===== config.mk =====
export PLATFORM = sky130hd
export DESIGN_NAME = fetch_unit
export DESIGN_NICKNAME = d
export VERILOG_FILES = /design/src/rtl/fetch_pkg.sv /design/src/rtl/fetch_fifo.sv /design/src/rtl/fetch_unit.sv
export SDC_FILE = /design/constraint.sdc
export NUM_CORES = 1
export LEC_CHECK = 0
export CAP_MARGIN = 20
export CORE_MARGIN = 3
export CORE_UTILIZATION = 50
export CTS_CLUSTER_SIZE = 12
export DETAILED_ROUTE_END_ITERATION = 10
export GPL_TIMING_DRIVEN = 1
export PLACE_DENSITY_LB_ADDON = 0.25
export SETUP_SLACK_MARGIN = 0.15
export SYNTH_ARGS = -nofsm -noshare
export SYNTH_HDL_FRONTEND = slang
export SYNTH_SLANG_ARGS = --single-unit

===== constraint.sdc =====
create_clock -name clock -period 11.8 [get_ports clock]
set_input_delay 3.54 -clock clock [delete_from_list [all_inputs] [get_ports clock]]
set_output_delay 3.54 -clock clock [all_outputs]
set_load 0.02 [all_outputs]

===== src/rtl/fetch_pkg.sv =====
// Shared constants and types for the instruction fetch unit.
package fetch_pkg;

    localparam int unsigned XLEN    = 32;
    localparam int unsigned PC_STEP = 4;

    typedef enum logic {
        RUN  = 1'b0,
        HALT = 1'b1
    } fetch_state_t;

    typedef struct packed {
        logic [XLEN-1:0] instr;
        logic [XLEN-1:0] pc;
    } fetch_entry_t;

endpackage


===== src/rtl/fetch_fifo.sv =====
// Small synchronous FIFO with flush (clear), used for both the instruction
// buffer and the in-flight address queue. Push while full is accepted only
// when a pop happens in the same cycle.
module fetch_fifo #(
    parameter  int unsigned WIDTH = 32,
    parameter  int unsigned DEPTH = 2,
    localparam int unsigned CNT_W = $clog2(DEPTH + 1),
    localparam int unsigned PTR_W = (DEPTH > 1) ? $clog2(DEPTH) : 1
) (
    input  logic             clock,
    input  logic             reset,
    input  logic             clear,
    input  logic             push,
    input  logic [WIDTH-1:0] push_data,
    input  logic             pop,
    output logic [WIDTH-1:0] pop_data,
    output logic             full,
    output logic             empty,
    output logic [CNT_W-1:0] count
);

    logic [WIDTH-1:0] mem [DEPTH];
    logic [PTR_W-1:0] wr_ptr;
    logic [PTR_W-1:0] rd_ptr;
    logic             do_push;
    logic             do_pop;

    function automatic logic [PTR_W-1:0] ptr_inc(input logic [PTR_W-1:0] p);
        return (p == PTR_W'(DEPTH - 1)) ? '0 : p + PTR_W'(1);
    endfunction

    assign full     = (count == CNT_W'(DEPTH));
    assign empty    = (count == '0);
    assign do_pop   = pop && !empty;
    assign do_push  = push && (!full || do_pop);
    assign pop_data = mem[rd_ptr];

    // Pointer and occupancy bookkeeping; clear drops everything in one cycle.
    always_ff @(posedge clock) begin
        if (reset || clear) begin
            wr_ptr <= '0;
            rd_ptr <= '0;
            count  <= '0;
        end else begin
            if (do_push) wr_ptr <= ptr_inc(wr_ptr);
            if (do_pop)  rd_ptr <= ptr_inc(rd_ptr);
            if (do_push && !do_pop)      count <= count + CNT_W'(1);
            else if (do_pop && !do_push) count <= count - CNT_W'(1);
        end
    end

    // Storage array, no reset needed: contents are only read below count.
    always_ff @(posedge clock) begin
        if (do_push) mem[wr_ptr] <= push_data;
    end

endmodule


===== src/rtl/fetch_unit.sv =====
// Instruction fetch unit: issues in-order memory requests under a credit
// limit, buffers responses for decode, and handles redirect/flush by
// counting in-flight responses that must be discarded.
// Optional macro FETCH_MISALIGN_TRAP_EN adds a misalign output and a HALT
// state entered on a misaligned redirect; without it the low target bits
// are cleared.
module fetch_unit
    import fetch_pkg::*;
#(
    parameter logic [XLEN-1:0] RESET_PC  = 32'h0000_0000,
    parameter int unsigned     BUF_DEPTH = 2
) (
    input  logic            clock,
    input  logic            reset,
`ifdef FETCH_MISALIGN_TRAP_EN
    output logic            misalign,
`endif
    input  logic            ctrl_fetch,
    input  logic [XLEN-1:0] new_pc,
    input  logic            global_reset,
    output logic            imem_req_valid,
    output logic [XLEN-1:0] imem_req_addr,
    input  logic            imem_req_ready,
    input  logic            imem_rsp_valid,
    input  logic [XLEN-1:0] imem_rsp_data,
    output logic            instr_valid,
    output logic [XLEN-1:0] instr,
    output logic [XLEN-1:0] instr_pc,
    input  logic            instr_ready
);

    localparam int unsigned CNT_W = $clog2(BUF_DEPTH + 1);
    localparam int unsigned SUM_W = CNT_W + 2;
    localparam int unsigned ENT_W = $bits(fetch_entry_t);

    fetch_state_t    state_q;
    fetch_state_t    state_d;
    logic [XLEN-1:0] pc_q;
    logic [XLEN-1:0] pc_target;
    logic [CNT_W-1:0] drop_cnt_q;
    logic [CNT_W-1:0] drop_cnt_d;
    logic [CNT_W-1:0] outstanding;
    logic [CNT_W-1:0] occupancy;
    logic            flush;
    logic            credit_ok;
    logic            req_fire;
    logic            rsp_tracked;
    logic            rsp_keep;
    logic            buf_pop;
    logic            addr_full;
    logic            addr_empty;
    logic            buf_full;
    logic            buf_empty;
    logic [XLEN-1:0] rsp_pc;
    fetch_entry_t    buf_in;
    fetch_entry_t    buf_head;

`ifdef FETCH_MISALIGN_TRAP_EN
    assign pc_target = new_pc;
`else
    assign pc_target = new_pc & ~XLEN'(3);
`endif

    // Credits cover requests in flight, responses still to be dropped and
    // buffered entries; the FIFO full flags are redundant backstops.
    assign flush     = ctrl_fetch || global_reset;
    assign credit_ok = ((SUM_W'(outstanding) + SUM_W'(drop_cnt_q) + SUM_W'(occupancy))
                        < SUM_W'(BUF_DEPTH)) && !addr_full && !buf_full;

    assign imem_req_valid = !reset && (state_q == RUN) && !flush && credit_ok;
    assign imem_req_addr  = pc_q;
    assign req_fire       = imem_req_valid && imem_req_ready;

    // Responses for pre-reset requests are ignored: nothing to pair them with.
    assign rsp_tracked = imem_rsp_valid && !reset && ((drop_cnt_q != '0) || !addr_empty);
    assign rsp_keep    = rsp_tracked && (drop_cnt_q == '0) && !flush && (state_q == RUN);
    assign buf_in      = '{instr: imem_rsp_data, pc: rsp_pc};

    assign instr_valid = !reset && !flush && !buf_empty;
    assign instr       = buf_empty ? '0 : buf_head.instr;
    assign instr_pc    = buf_empty ? '0 : buf_head.pc;
    assign buf_pop     = instr_valid && instr_ready;

    fetch_fifo #(.WIDTH(XLEN), .DEPTH(BUF_DEPTH)) u_addr_fifo (
        .clock     (clock),
        .reset     (reset),
        .clear     (flush),
        .push      (req_fire),
        .push_data (pc_q),
        .pop       (rsp_keep),
        .pop_data  (rsp_pc),
        .full      (addr_full),
        .empty     (addr_empty),
        .count     (outstanding)
    );

    fetch_fifo #(.WIDTH(ENT_W), .DEPTH(BUF_DEPTH)) u_instr_buf (
        .clock     (clock),
        .reset     (reset),
        .clear     (flush),
        .push      (rsp_keep),
        .push_data (buf_in),
        .pop       (buf_pop),
        .pop_data  (buf_head),
        .full      (buf_full),
        .empty     (buf_empty),
        .count     (occupancy)
    );

    // Next state and drop-count: a flush turns every in-flight request into a drop.
    always_comb begin
        state_d    = state_q;
        drop_cnt_d = drop_cnt_q;
        if (flush) begin
            drop_cnt_d = CNT_W'(SUM_W'(drop_cnt_q) + SUM_W'(outstanding) - SUM_W'(rsp_tracked));
        end else if (rsp_tracked && (drop_cnt_q != '0)) begin
            drop_cnt_d = drop_cnt_q - CNT_W'(1);
        end
`ifdef FETCH_MISALIGN_TRAP_EN
        if ((state_q == RUN) && ctrl_fetch && (pc_target[1:0] != 2'b00)) begin
            state_d = HALT;
        end
`endif
    end

    // State, PC and drop-count registers; redirect beats sequential increment.
    always_ff @(posedge clock) begin
        if (reset) begin
            state_q    <= RUN;
            pc_q       <= RESET_PC;
            drop_cnt_q <= '0;
        end else begin
            state_q    <= state_d;
            drop_cnt_q <= drop_cnt_d;
            if (ctrl_fetch)    pc_q <= pc_target;
            else if (req_fire) pc_q <= pc_q + XLEN'(PC_STEP);
        end
    end

`ifdef FETCH_MISALIGN_TRAP_EN
    // Sticky trap flag, mirrors HALT which only reset leaves.
    always_ff @(posedge clock) begin
        if (reset) misalign <= 1'b0;
        else       misalign <= (state_d == HALT);
    end
`endif

endmodule

==> flow_summary_export.csv <==
group,metric,value,unit
run_status,status,"complete, no violations",
sta,tns,0,ns
detailed_routing,drt-total-wl,21200,um
die,design.core.area,18300,um^2
finish,nets,944,
cts,hold_buffers,0,
power,peakVddDrop,0.103,mV
cts,cts_setup_buffers,0,
logic_synthesis,syn_area,9480,um^2
detailed_routing,drt_pass1_iterations,5,
global_routing,antenna_found_initial,0,
die,die_y,144,um
detailed_routing,dr.first_iter.drc_count,580,
cts,clk_path_buf_depth,3,
logic_synthesis,yosys_warnings,0,
logic_synthesis,ys_seq_area_frac,0.671,
logic_synthesis,ys_ff_latch,226,
power,p_clk_frac,0.409,
power,switchingPower,0.335,mW
setup_path,r2r_slack,7.81,ns
cts,cts_num_sinks,226,
logic_synthesis,syn_avg_cell_area,13.5,um^2
global_routing,grt_first_pass_wirelength,33200,um
placed_design,port_buffers,162,
sta,maxSlewHeadroom,0.272,
die,dieArea,20700,um^2
cts,cts_buffers,24,
sta,hold_violations,0,
detailed_routing,post_drt_wl_per_cell,19.1,um
detailed_routing,final_antenna_net_count,0,
cts,path_clk_slew,0.06,ns
setup_path,crit_start,"ctrl_fetch",
cts,cts_max_level,1,
cts,clockRootBuffer,"clkbuf_16",
setup_path,rr_startpoint,"u_addr_fifo.count[0]",
logic_synthesis,syn_inst,703,
finish,areaGrowthSynthToFinish,27.0,%
power,swShare,0.203,
global_routing,grt_start_max_net_pins,63,
die,io_pins,169,
power,p_comb_frac,0.054,
setup_path,r2r_cells,9,
sta,slew_viol_final,0,
setup_path,required,8.26,ns
finish,multi_input_area,2930,um^2
finish,fillers,1350,
cts,post_cts_resized,0,
sta,fin_skew,0.0224,ns
logic_synthesis,ys_types,61,
setup_path,worstSetupPathType,"in2out",
sta,finalSetupViolations,0,
setup_path,critPathArrivalTime,5.83,ns
min_path,hp-class,"reg2reg",
finish,regArea,6370,um^2
flow_run,drv_cap,0,
sta,finalCriticalPeriod,9.37,ns
die,rows,49,
sta,tightestPinTransition,1.09,ns
finish,drive_gt1_frac,0.0918,
power,pwr-share-seq,0.538,
sta,timing.final.crit_share,0.794,
power,p_int,1.31,mW
sta,rsz0062_at_grt,"false",
detailed_routing,vias,6339,
die,initial_utilization,0.519,
power,p_leak,3.77,nW
die,die_w,144,um
sta,max_freq,107,MHz
setup_path,crit_path_end_kind,"output port",
placed_design,pre_cts_slack,2.44,ns
setup_path,critPathMaxFanout,15,
global_routing,grt.overflow.total,0,
min_path,whs_path_depth,2,
global_routing,grt_pass1_vias,6527,
logic_synthesis,synthArstFlopShare,0,
cts,cts_tree,"built",
finish,layout_common_cells,"184 x edfxtp_1, 162 x clkdlybuf4s50_1, 88 x nor2_1",
global_routing,grtUsageTotal,0.202,
min_path,min-delay-start,"u_addr_fifo.rd_ptr",
sta,setup_ws,2.43,ns
placed_design,hpwl,13800,um
detailed_routing,drc,0,
detailed_routing,avgViaCountPerCell,5.71,
placed_design,place.gp.congestion,0.869,
logic_synthesis,synth_edf_count,184,
logic_synthesis,synth_flop_cell,"edfxtp_1",
cts,clock_latency,0.51,ns
power,power_density,137,nW/um^2
finish,diodes,0,
setup_path,start_kind,"primary input",
finish,final_common_cell,"edfxtp_1",
-- final timing paths --
path / end
setup / recovery: instr_valid
hold / removal: flip-flop
setup reg to reg: imem_req_addr[12]
hold reg to reg: flip-flop
-- Yosys cell counts (10+ instances only) --
cell | count | area share
mux2_2 | 30 | 0.036
mux2i_1 | 63 | 0.066
nand3_1 | 12 | 0.0063
dfxtp_1 | 42 | 0.089
o21ai_0 | 15 | 0.0079
nor3_1 | 12 | 0.0063
nand2_1 | 31 | 0.012
nor2_1 | 90 | 0.036
nand4_1 | 10 | 0.0066
a21oi_1 | 29 | 0.015
clkbuf_1 | 32 | 0.013
nor4_1 | 10 | 0.0066
edfxtp_1 | 184 | 0.58
-- routing by layer --
layer,global-route usage,wire (um)
met5,0,0
met4,0.0788,528
met3,0.0363,1830
met2,0.336,10100
met1,0.265,8720
-- power groups by stage --
stage               sequential [mW]  combinational, mW  clock [mW]
floorplan                     0.903             0.0335           0
global placement              0.900             0.0842           0
detailed placement            0.901             0.0873           0
CTS                           0.884             0.0881       0.686
global route                  0.886             0.0939       0.722
finish                        0.885             0.0882       0.673
-- cell families (layout without fill, tap and decap cells) --
| group | Yosys count | count (layout) | share of synthesized area |
|---|---|---|---|
| flops | 226 | 226 | 0.671 |
| simple gates | 219 | 219 | 0.117 |
| compound gates | 93 | 93 | 0.0635 |
| mux | 93 | 93 | 0.102 |
| buf+inv | 51 | 227 | 0.0224 |
| xor+xnor | 11 | 11 | 0.0102 |
| fa+ha+maj | 9 | 9 | 0.0135 |
| other cells | 1 | 4 | 0.000395 |
-- metrics by stage --
step                      instances  hold slack [ns]  cell area (um^2)  power, mW  utilization
final                          1111            0.516             12000       1.65        0.659
after global routing           1111            0.570             12000       1.70        0.659
after CTS                      1111            0.520             12000       1.66        0.659
after detailed placement       1067            0.500             11300      0.989        0.620
after global placement         1067            0.489             11300      0.984        0.620
after floorplan                 706            0.472              9500      0.937            -
-- layout make-up --
cell class / count / share of cell area
Clock buffer: 39 / 0.0571
Multi-Input combinational cell: 429 / 0.243
Inverter: 10 / 0.00312
Tap cell: 229 / 0.0238
Timing Repair Buffer: 173 / 0.141
Sequential cell: 226 / 0.529
Clock inverter: 5 / 0.00228
-- worst max-delay path, cell delays in order --
cell	delay [ns]
clkdlybuf4s50_1	0.76
or3_1	0.68
nor2_1	0.21
clkdlybuf4s50_1	0.63
-- sequential cells by signal, summed over array words and instances (netlist names), named ones only --
name and count:
u_addr_fifo.wr_ptr 1, u_addr_fifo.mem 60, u_addr_fifo.count 2, imem_req_addr 30, u_instr_buf.mem 124, u_instr_buf.rd_ptr 1, u_instr_buf.wr_ptr 1, u_instr_buf.count 2
drop_cnt_q 2, u_addr_fifo.rd_ptr 1
No activity file was read; power rests on OpenSTA's default activity.
